--- src/rtl/byte_serial_add_ctrl.sv ---
// byte_serial_add_ctrl
//
// Performs NBYTES-wide add or subtract with a single 8-bit ripple adder. The
// adder is built from 1-bit full-adder stages and is reused once per cycle,
// least significant byte first. Operands are captured on an input valid/ready
// handshake. The carry runs through a register between byte steps. The result
// is held until an output valid/ready handshake completes.
//
// Ports:
//   clk        system clock, rising edge
//   rst        synchronous, active-high reset
//   in_valid   operands and opcode present
//   in_ready   controller can accept operands (IDLE only)
//   a, b       W-bit operands, W = 8*NBYTES
//   sub        0 = A+B, 1 = A-B
//   out_valid  result available (DONE only)
//   out_ready  consumer accepts result
//   result     sum/difference modulo 2^W
//   c_out      carry out of the MSB; for subtract, 1 = no borrow
//   overflow   signed two's-complement overflow
//
// Timing: if the accept happens at edge k, out_valid is high from edge
// k+NBYTES. Operations do not overlap.

module byte_serial_add_ctrl #(
  parameter int unsigned NBYTES = 4
) (
  input  logic                  clk,
  input  logic                  rst,
  input  logic                  in_valid,
  output logic                  in_ready,
  input  logic [8*NBYTES-1:0]   a,
  input  logic [8*NBYTES-1:0]   b,
  input  logic                  sub,
  output logic                  out_valid,
  input  logic                  out_ready,
  output logic [8*NBYTES-1:0]   result,
  output logic                  c_out,
  output logic                  overflow
);

  localparam int unsigned W    = 8 * NBYTES;
  localparam int unsigned IdxW = (NBYTES > 1) ? $clog2(NBYTES) : 1;
  localparam logic [IdxW-1:0] LastIdx = IdxW'(NBYTES - 1);

  // A single-byte operand would leave no byte sequencing to do.
  if (NBYTES < 2) begin : gen_param_check
    $error("byte_serial_add_ctrl: NBYTES must be at least 2");
  end

  typedef enum logic [1:0] {
    StIdle,
    StRun,
    StDone
  } state_e;

  state_e          state_q, state_d;
  logic [W-1:0]    a_q, a_d;
  logic [W-1:0]    b_q, b_d;       // already inverted for subtract
  logic [W-1:0]    result_q, result_d;
  logic [IdxW-1:0] idx_q, idx_d;
  logic            carry_q, carry_d;
  logic            c_out_q, c_out_d;
  logic            overflow_q, overflow_d;

  // Byte-wide datapath
  logic [IdxW+2:0] byte_base;
  logic [7:0]      a_byte;
  logic [7:0]      b_byte;
  logic [7:0]      byte_sum;
  logic [8:0]      carry_chain;    // carry_chain[i] is the carry into bit i

  assign byte_base = {idx_q, 3'b000};
  assign a_byte    = a_q[byte_base +: 8];
  assign b_byte    = b_q[byte_base +: 8];

  // Eight chained full-adder stages. The carry into bit 0 is the carry
  // register, so subtract works as A + ~B + 1 with no separate increment.
  always_comb begin
    carry_chain    = '0;
    byte_sum       = '0;
    carry_chain[0] = carry_q;
    for (int i = 0; i < 8; i++) begin
      byte_sum[i]      = a_byte[i] ^ b_byte[i] ^ carry_chain[i];
      carry_chain[i+1] = (a_byte[i] & b_byte[i]) |
                         (carry_chain[i] & (a_byte[i] ^ b_byte[i]));
    end
  end

  // Next-state and datapath update
  always_comb begin
    state_d    = state_q;
    a_d        = a_q;
    b_d        = b_q;
    result_d   = result_q;
    idx_d      = idx_q;
    carry_d    = carry_q;
    c_out_d    = c_out_q;
    overflow_d = overflow_q;

    unique case (state_q)
      StIdle: begin
        if (in_valid) begin
          a_d        = a;
          b_d        = sub ? ~b : b;
          carry_d    = sub;
          idx_d      = '0;
          // Clear so that stale bytes from the previous result never show.
          result_d   = '0;
          c_out_d    = 1'b0;
          overflow_d = 1'b0;
          state_d    = StRun;
        end
      end

      StRun: begin
        result_d[byte_base +: 8] = byte_sum;
        carry_d                  = carry_chain[8];
        idx_d                    = idx_q + IdxW'(1);
        if (idx_q == LastIdx) begin
          c_out_d    = carry_chain[8];
          // Signed overflow: carry into the sign bit differs from carry out.
          overflow_d = carry_chain[7] ^ carry_chain[8];
          idx_d      = '0;
          state_d    = StDone;
        end
      end

      StDone: begin
        if (out_ready) begin
          state_d = StIdle;
        end
      end

      default: begin
        state_d = StIdle;
      end
    endcase
  end

  always_ff @(posedge clk) begin
    if (rst) begin
      state_q    <= StIdle;
      a_q        <= '0;
      b_q        <= '0;
      result_q   <= '0;
      idx_q      <= '0;
      carry_q    <= 1'b0;
      c_out_q    <= 1'b0;
      overflow_q <= 1'b0;
    end else begin
      state_q    <= state_d;
      a_q        <= a_d;
      b_q        <= b_d;
      result_q   <= result_d;
      idx_q      <= idx_d;
      carry_q    <= carry_d;
      c_out_q    <= c_out_d;
      overflow_q <= overflow_d;
    end
  end

  assign in_ready  = (state_q == StIdle);
  assign out_valid = (state_q == StDone);
  assign result    = result_q;
  assign c_out     = c_out_q;
  assign overflow  = overflow_q;

endmodule
--- config.mk ---
export PLATFORM = sky130hd
export DESIGN_NAME = byte_serial_add_ctrl
export DESIGN_NICKNAME = d
export VERILOG_FILES = /design/src/rtl/byte_serial_add_ctrl.sv
export SDC_FILE = /design/constraint.sdc
export NUM_CORES = 1
export LEC_CHECK = 0
export CORE_MARGIN = 5
export CORE_UTILIZATION = 45
export DETAILED_ROUTE_END_ITERATION = 10
export PLACE_DENSITY = 0.72
export SLEW_MARGIN = 20
export SYNTH_ARGS = -nofsm -noshare
export SYNTH_HDL_FRONTEND = slang
export SYNTH_SLANG_ARGS = --single-unit
--- constraint.sdc ---
create_clock -name clk -period 5.4 [get_ports clk]
set_input_delay 0.54 -clock clk [delete_from_list [all_inputs] [get_ports clk]]
set_output_delay 0.54 -clock clk [all_outputs]
set_load 0.01 [all_outputs]
==> reports/metrics.cfg <==
[timing]
slew-limit-headroom_pct=28.42
period_minus_slack_ns=4.671
layout_setup_ws_ns=0.7291
setup_viol=0
finClkSkew_ns=0.01164
hold_violations=0
clock.fmax_mhz=214.1
layout_worst_path_cycle_share_pct=86.50
fin_setup_tns_ns=0
rsz0062_at_grt=false
worstMarginPinSlew_ns=1.074
slew_violations=0
hold_slack_ns=0.4584

[cells_and_area]
multiInputGateArea_mm2=0.002258
finalNetCount=636
final_common_cell=dfxtp_1
drive_gt1_share_pct=8.229
fillers=877
layout_common_cells=dfxtp_1, clkdlybuf4s50_1, nand2_1
area_delta_synth_final_pct=26.25
diodes=0
ff_latch_area_mm2=0.002062

[placement]
gp_congestion=0.8163
numPortBuffers=104
dpl_worst_slack_ns=0.7779
place_hpwl_um=8178

[grt]
grt_pass1_wl_um=17940
antenna_found_initial=0
overflow=0
grt_max_degree=98
grt_usage_pct=17.58
grt_pass1_vias=3663

[worst_hold_path]
hold_path_depth=2
holdCritStartpoint=a_q[26]
whs_endpoint=a_q[26]
min_path_type=reg2reg

[clocking]
clkTransAtPathRegs_ns=0.10
post-cts-setup-buffer-count=0
root_buffer=clkbuf_8
clkSinkCount=103
cts_hold_buf=0
clock_latency_ns=0.37
cts_buffers=9
cts_max_path_buffers=2
cts_tree=yes
cts_resized=0
htreeDepth=3

[drt]
first_pass_iters=4
routed_wirelength_um=10680
num_vias=3513
drt_iter0_drc=135
viasPerCell=5.055
ant_nets=0
wire_per_inst_um=15.37
route.detailed.drc=0

[critical_path]
worst_ep_arrival_time_ns=4.93
endpoint_kind=flop
cpPeakStageDelay_ns=0.64
cpMostUsedCell=fa_1
crit_family=adder cells
crit_type=reg2reg
path_max_fanout=11
critPathLaunchType=flop
r2r_start=idx_q[1]
cp_slowest_cell=dfxtp_1
reg2reg_depth=15
regToRegSetupSlack_ns=0.73
required_ns=5.66
cp_cell_sequence=mux4_2, inv_1, fa_1, fa_1, fa_1, fa_1, fa_1, inv_1, fa_1, inv_1, fa_1, inv_1, fa_1, nor2b_1, a22o_1
critPathBufInv=4
r2r-end=result[7]

[power_and_ir_drop]
p_sw_w=0.0004190
p_clk_share_pct=27.6
switching_share_pct=27.50
combPwrFrac_pct=18.1
fin_total_pwr_w=0.001524
intPower_w=0.001105
seqPwrFrac_pct=54.3
p_leak_nw=2.033
power_density_mw_per_mm2=261.9
vdd_drop_max_uv=113.8

[synth]
syn-cell-area_mm2=0.004609
synth-async-reset-ratio_pct=0
synth_edf_count=0
dominantRegCellSynth=dfxtp_1
ys_types=36
yosys_warnings=0
syn_nets=553
ys_ff_latch=103
synth.avg_cell_area_um2=9.766
yosysSeqAreaShare_pct=44.73
syn_inst=472

[die]
pin_count=105
die_height_um=111.2
core_region_area_mm2=0.01014
fp-row-count=37
die-area_mm2=0.01237
start_util_pct=45.46
die_w_um=111.2

[job]
maxCapViolCount=0

[run_status]
outcome=completed

## power groups by stage
stage / Combinational (W) / Clock [W] / Sequential, W
global route: 0.000307 / 0.000459 / 0.000833
global placement: 0.000274 / 0 / 0.000844
floorplan: 0.000186 / 0 / 0.000835
finish: 0.000276 / 0.000421 / 0.000827
CTS: 0.000279 / 0.000426 / 0.000828
detailed placement: 0.000278 / 0 / 0.000845
## tightest hold or removal path, delay by kind of cell (launching register included)
kind	cells	cell delay (ns)
flip-flops	1	0.32
AND/OR/NAND/NOR	1	0.05
AO/OA/AOI/OAI	1	0.05
## synth_stat cells (4+ instances only)
master / number / area [um^2]
dfxtp_1: 103 / 2062
ha_1: 4 / 50.05
nor2b_1: 4 / 25.02
nor2_1: 42 / 157.7
o32ai_1: 8 / 70.07
mux4_2: 16 / 360.4
a21oi_1: 37 / 185.2
nand2b_1: 8 / 50.05
fa_1: 8 / 160.2
inv_1: 24 / 90.09
a22o_1: 24 / 210.2
buf_2: 21 / 105.1
clkbuf_1: 9 / 33.78
nand2_1: 65 / 244.0
a211oi_1: 32 / 240.2
buf_4: 4 / 30.03
xnor2_1: 33 / 289.0
## kinds of logic after synthesis
group | synth area share (%)
simple gates | 12.70
compound gates | 16.69
flops | 44.73
buf+inv | 6.270
xor+xnor | 6.270
mux | 8.768
fa+ha+maj | 4.560
## flip-flops by register name, summed over array words and instances (netlist names)
register  cells
result       32
carry_q       1
idx_q         2
c_out         1
state_q       2
overflow      1
a_q          32
b_q          32
## worst max-delay path by stage
stage | startpoint | cells after the start | endpoint
3_5_place_dp | idx_q[1] | 15 | result[7]
2_1_floorplan | idx_q[0] | 16 | result[7]
4_1_cts | idx_q[1] | 15 | result[7]
3_3_place_gp | idx_q[1] | 15 | result[7]
6_report | idx_q[1] | 15 | result[7]
5_1_grt | idx_q[1] | 15 | result[7]
## layout make-up
cell class | instances | area share [%]
multi-input cells | 307 | 38.81
flip-flops and latches | 103 | 35.43
repair buffers | 110 | 18.49
well taps | 136 | 2.924
clock buffers | 9 | 2.129
inverters | 24 | 1.548
clock inverters | 6 | 0.6665
## layer usage
metal / part of all wire (%) / vias up / track usage [%]
met5: 0 / - / 0
met4: 1.0 / 0 / 4.785
met3: 5.0 / 9 / 3.603
met2: 49 / 93 / 30.32
met1: 44 / 1622 / 22.36
li1: - / 1789 / -
## stage by stage
stage,utilization (%),cells,cell area (um^2)
2_1_floorplan,-,472,4609
3_3_place_gp,55.79,680,5657
3_5_place_dp,55.79,680,5657
4_1_cts,57.40,695,5819
5_1_grt,57.40,695,5819
6_report,57.40,695,5819
(Power assumes the default switching activity.)
